**config.mk**
```make
export PLATFORM = sky130hd
export DESIGN_NAME = peak_detect
export DESIGN_NICKNAME = d
export VERILOG_FILES = /design/src/rtl/peak_detect_pkg.sv /design/src/rtl/peak_win_cnt.sv /design/src/rtl/peak_detect.sv
export SDC_FILE = /design/constraint.sdc
export NUM_CORES = 1
export LEC_CHECK = 0
export CAP_MARGIN = 20
export CORE_UTILIZATION = 45
export CTS_CLUSTER_SIZE = 20
export DETAILED_ROUTE_END_ITERATION = 12
export PLACE_DENSITY = 0.72
export REMOVE_ABC_BUFFERS = 1
export SYNTH_ARGS = -nofsm -noshare
export SYNTH_HDL_FRONTEND = slang
export SYNTH_SLANG_ARGS = --single-unit
```
**constraint.sdc**
```tcl
create_clock -name clk -period 10.7 [get_ports clk]
set_input_delay 2.14 -clock clk [delete_from_list [all_inputs] [get_ports clk]]
set_output_delay 2.14 -clock clk [all_outputs]
set_load 0.01 [all_outputs]
```
**src/rtl/peak_detect_pkg.sv**
```systemverilog
// Shared types for the CP-correlation peak detector: sample widths,
// window geometry and the detector state encoding.
package peak_detect_pkg;

  localparam int MAG_W   = 16;
  localparam int GAMMA_W = 16;

  typedef logic        [MAG_W-1:0]   mag_t;
  typedef logic signed [GAMMA_W-1:0] gamma_t;

  localparam int PEAK_WIN_LEN = 80;
  localparam int PEAK_IDX_W   = $clog2(PEAK_WIN_LEN);

  typedef logic [PEAK_IDX_W-1:0] peak_idx_t;

  typedef enum logic [1:0] {
    PK_IDLE   = 2'd0,
    PK_SEARCH = 2'd1,
    PK_REPORT = 2'd2
  } pk_state_t;

endpackage

```
**src/rtl/peak_win_cnt.sv**
```systemverilog
// Window position counter: advances only on accepted samples, wraps
// from WIN_LEN-1 back to 0, and flags the final position of a window.
module peak_win_cnt #(
  parameter int WIN_LEN = 80,
  parameter int IDX_W   = $clog2(WIN_LEN)
) (
  input  logic             clk,
  input  logic             rst,
  input  logic             clear,
  input  logic             en,
  output logic [IDX_W-1:0] idx,
  output logic             last
);

  localparam logic [IDX_W-1:0] LAST_IDX = IDX_W'(WIN_LEN - 1);

  assign last = (idx == LAST_IDX);

  // Clear wins over counting so a restart always lands on index 0.
  always_ff @(posedge clk or posedge rst) begin
    if (rst) begin
      idx <= '0;
    end else if (clear) begin
      idx <= '0;
    end else if (en) begin
      idx <= last ? '0 : idx + IDX_W'(1);
    end
  end

endmodule

```
**src/rtl/peak_detect.sv**
```systemverilog
// Per-window maximum search over the |gamma| stream. Reports index,
// magnitude and the complex gamma captured at the window peak.
module peak_detect
  import peak_detect_pkg::*;
#(
  parameter int WIN_LEN = PEAK_WIN_LEN,
  parameter int IDX_W   = $clog2(WIN_LEN)
) (
  input  logic             clk,
  input  logic             rst,
  input  logic             start,
  input  logic             stop,
  input  logic             in_valid,
  input  mag_t             mag_in,
  input  gamma_t           gm_real,
  input  gamma_t           gm_imag,
  input  mag_t             thr_in,
  output logic             peak_valid,
  output logic             peak_found,
  output logic [IDX_W-1:0] peak_idx,
  output mag_t             peak_mag,
  output gamma_t           peak_gm_re,
  output gamma_t           peak_gm_im,
  output logic             busy
);

  pk_state_t        state;
  pk_state_t        state_next;
  logic [IDX_W-1:0] win_idx;
  logic             win_last;
  logic             accept;
  logic             report_edge;
  logic             take_sample;

  mag_t             best_mag;
  logic [IDX_W-1:0] best_idx;
  gamma_t           best_re;
  gamma_t           best_im;

  mag_t             fin_mag;
  logic [IDX_W-1:0] fin_idx;
  gamma_t           fin_re;
  gamma_t           fin_im;

  // A sample counts only while searching (REPORT included) and when no
  // stop/start is overriding the cycle.
  assign accept      = in_valid && (state != PK_IDLE) && !stop && !start;
  assign report_edge = accept && win_last;
  assign take_sample = (win_idx == '0) || (mag_in > best_mag);

  peak_win_cnt #(
    .WIN_LEN (WIN_LEN),
    .IDX_W   (IDX_W)
  ) u_win_cnt (
    .clk   (clk),
    .rst   (rst),
    .clear (start | stop),
    .en    (accept),
    .idx   (win_idx),
    .last  (win_last)
  );

  // State register.
  always_ff @(posedge clk or posedge rst) begin
    if (rst) begin
      state <= PK_IDLE;
    end else begin
      state <= state_next;
    end
  end

  // Next-state: stop beats start, start beats normal window progress.
  always_comb begin
    state_next = state;
    if (stop) begin
      state_next = PK_IDLE;
    end else if (start) begin
      state_next = PK_SEARCH;
    end else if (state != PK_IDLE) begin
      state_next = report_edge ? PK_REPORT : PK_SEARCH;
    end
  end

  // Status outputs decoded from state.
  always_comb begin
    busy       = (state != PK_IDLE);
    peak_valid = (state == PK_REPORT);
  end

  // Window result including the sample on the current edge, so the last
  // sample of a window takes part in the final compare.
  always_comb begin
    fin_mag = best_mag;
    fin_idx = best_idx;
    fin_re  = best_re;
    fin_im  = best_im;
    if (take_sample) begin
      fin_mag = mag_in;
      fin_idx = win_idx;
      fin_re  = gm_real;
      fin_im  = gm_imag;
    end
  end

  // Running best: index 0 loads unconditionally, later samples only on a
  // strictly larger magnitude so ties keep the earliest index.
  always_ff @(posedge clk or posedge rst) begin
    if (rst) begin
      best_mag <= '0;
      best_idx <= '0;
      best_re  <= '0;
      best_im  <= '0;
    end else if (accept && take_sample) begin
      best_mag <= mag_in;
      best_idx <= win_idx;
      best_re  <= gm_real;
      best_im  <= gm_imag;
    end
  end

  // Reported result, updated only when a window completes and held otherwise.
  always_ff @(posedge clk or posedge rst) begin
    if (rst) begin
      peak_found <= 1'b0;
      peak_idx   <= '0;
      peak_mag   <= '0;
      peak_gm_re <= '0;
      peak_gm_im <= '0;
    end else if (report_edge) begin
      peak_found <= (fin_mag >= thr_in);
      peak_idx   <= fin_idx;
      peak_mag   <= fin_mag;
      peak_gm_re <= fin_re;
      peak_gm_im <= fin_im;
    end
  end

endmodule

```
==> reports/qor.yml <==
power:
  sw_frac_of_total: 0.2703
  power_mw: 1.343
  p_seq_frac: 0.393
  p_leak_nw: 3.727
  vdd_drop_max_mv: 0.1136
  combinationalPowerShare: 0.185
  p_sw_mw: 0.3630
  clkPwrFrac: 0.422
  p_int_mw: 0.9800
  p_per_area_nw_per_um2: 166.3
flow_run:
  cap_violations: 0
cts:
  clk_latency_ns: 0.41
  cts_resized: 0
  ctsHoldBuffers: 0
  post-cts-setup-buffers: 0
  tritoncts: "done"
  cts.path.max_buffers: 2
  cts-root-buf: "clkbuf_16"
  path_clk_slew_ns: 0.05
  h-tree-depth: 4
  cts-buffers-inserted: 17
  cts_sinks: 120
global_route:
  grt_max_degree: 94
  grt_pass1_wl_mm: 24.65
  track_usage: 0.2238
  grt_antenna_before_repair: 0
  first_global_vias: 5150
  grt_overflow_total: 0
final_layout:
  n_antenna_cell: 0
  drive_gt1_frac: 0.06983
  multi_input_area_um2: 2791
  final_cells: 892
  fillers: 1104
  nets: 806
  areaGrowthSynthToFinish_pct: 32.68
  register_area_um2: 3003
timing:
  slew_headroom: 0.3332
  worstMarginPinSlew_ns: 1.000
  skew_ns: 0.007379
  setup_viol: 0
  fmax_mhz: 175.0
  hold_viol_final: 0
  drv_slew: 0
  min_period_ns: 5.713
  finalCritPeriodShare: 0.5339
  grt_setup_unrepaired: "no"
  setup_tns_ns: 0
setup_path:
  cp_data_required_time_ns: 10.98
  worst_setup_path_start_kind: "input pin"
  crit_fanout: 38
  end_kind: "flip-flop"
  criticalPathCategory: "in -> reg"
  reg2reg_setup_slack_ns: 6.81
  arrival_ns: 6.00
yosys:
  async_flop_share: 1.000
  syn_inst: 583
  synth-seq-cells: 120
  synth_warnings: 0
  synth.cell_area_um2: 6087
  yosys.area.top_type_share: 0.4933
  yosysTopAreaCell: "dfrtp_1"
  ys_top_cells_by_area: "dfrtp_1, mux2_1, ha_1"
  synth_cell_type_count: 41
  synth_edf_count: 0
  synth_ff_type: "dfrtp_1"
  syn_area_per_cell_um2: 10.44
  ys_seq_area_frac: 0.4933
route:
  drt-wirelength-per-cell_um: 16.53
  via_per_inst: 5.427
  vias: 4841
  drtPass1Iterations: 6
  ant_nets: 0
  first_iter_violations: 321
  wl_mm: 14.74
  drc_errors: 0
hold_path:
  hold_class: "reg -> reg"
place:
  dpl.cell_count: 859
  portBuffers: 126
  dp_hpwl_mm: 9.741
  place.gp.congestion: 0.8755
floorplanning:
  die_width_um: 118.3
  start_util: 0.4597
  coreArea_um2: 13240
  die_h_um: 118.3
  io_pins: 127
  rows: 42
  dieArea_um2: 14000
run_status:
  status: "completed"
## power groups by stage
stage               combinational, mW  sequential, mW  clock [mW]
floorplan                       0.167           0.527           0
global placement                0.234           0.531           0
detailed placement              0.243           0.535           0
CTS                             0.245           0.528       0.578
global route                    0.275           0.534       0.598
finish                          0.248           0.528       0.567
## cells in the mapped netlist, types with 12 or more instances
library cell	count
mux2_1	50
inv_1	36
nand2_1	69
dfrtp_1	120
o21ai_0	52
mux2i_1	35
nand4_1	23
o21ai_1	24
clkbuf_1	17
nand3_1	36
ha_1	34
a21oi_1	12
nor2_1	12
## routing by layer
metal | vias to the layer above | track usage | part of all wire
met2 | 187 | 0.3629 | 0.47
met4 | 0 | 0.06571 | 0.0099
met3 | 22 | 0.08156 | 0.083
met1 | 2343 | 0.2789 | 0.44
li1 | 2289 | - | -
met5 | - | 0 | 0
## placed cells by master, fill, tap and decap left out, types with 4 or more instances in the layout
cell,synthesis,final
clkbuf_16,0,17
mux2_2,5,5
ha_1,34,34
buf_4,7,5
nor2_1,12,12
nand3_1,36,36
nor2b_1,4,4
nor3_1,5,5
o21ai_0,52,52
nand2_1,69,68
mux2i_1,35,35
a21oi_1,12,12
clkdlybuf4s50_1,0,126
dfrtp_1,120,120
a21o_1,7,7
o21ai_1,24,24
mux2_1,50,50
nand4_1,23,23
inv_1,36,35
## path summary, 6_finish.rpt
check	from	to	cells past startpoint
max	mag_in[14]	peak_found	15
min	peak_gm_re[11]	peak_gm_re[11]	2
max reg2reg	best_mag[13]	peak_found	15
min reg2reg	peak_gm_re[11]	peak_gm_re[11]	2
max in group asynchronous	rst	best_mag[6]	3
min in group asynchronous	rst	peak_gm_re[15]	2
## cell families (layout without fill, tap and decap cells)
group | Yosys count | in the layout | synth area share
fa+ha+maj | 34 | 34 | 0.06989
simple gates | 161 | 161 | 0.1244
mux | 90 | 90 | 0.1593
buf+inv | 68 | 201 | 0.04871
flops | 120 | 120 | 0.4933
xor+xnor | 2 | 2 | 0.002878
compound gates | 108 | 108 | 0.1015
## cell type report
cell class | instances | share of cell area
clock buffer | 22 | 0.05871
clock inverter | 10 | 0.01441
inverter | 36 | 0.01704
multi-input combinational | 395 | 0.3456
sequential | 120 | 0.3718
tap | 176 | 0.02727
timing repair buffer | 133 | 0.1651
## sequential cells by signal (all words and copies together) (netlist names)
register and count:
best_im 16, best_mag 16, best_re 16, peak_gm_im 16, peak_gm_re 16, peak_mag 16, best_idx 7, peak_idx 7
u_win_cnt.idx 7, state 2, peak_found 1
## stage by stage
stage	utilization	instance area [um2]	worst slack, ns	hold slack (ns)
floorplan	-	5926	4.408	0.4574
global placement	0.5626	7451	4.308	0.4630
detailed placement	0.5638	7466	4.272	0.4720
CTS	0.6084	8056	4.681	0.4847
global route	0.6099	8077	4.767	0.5006
finish	0.6099	8077	4.987	0.4763
## worst max-delay path, cell delays in order
cell	delay, ns
clkdlybuf4s50_1	0.49
ha_1	0.35
nand4_1	0.20
a2111oi_1	0.76
o31a_2	0.43
buf_12	0.26
o21ai_0	0.10
o21ai_1	0.10
ha_1	0.26
a21o_1	0.18
a21o_1	0.17
a211oi_1	0.22
o21ai_0	0.12
o211ai_1	0.11
a31oi_1	0.11
(Power assumes the default switching activity.)
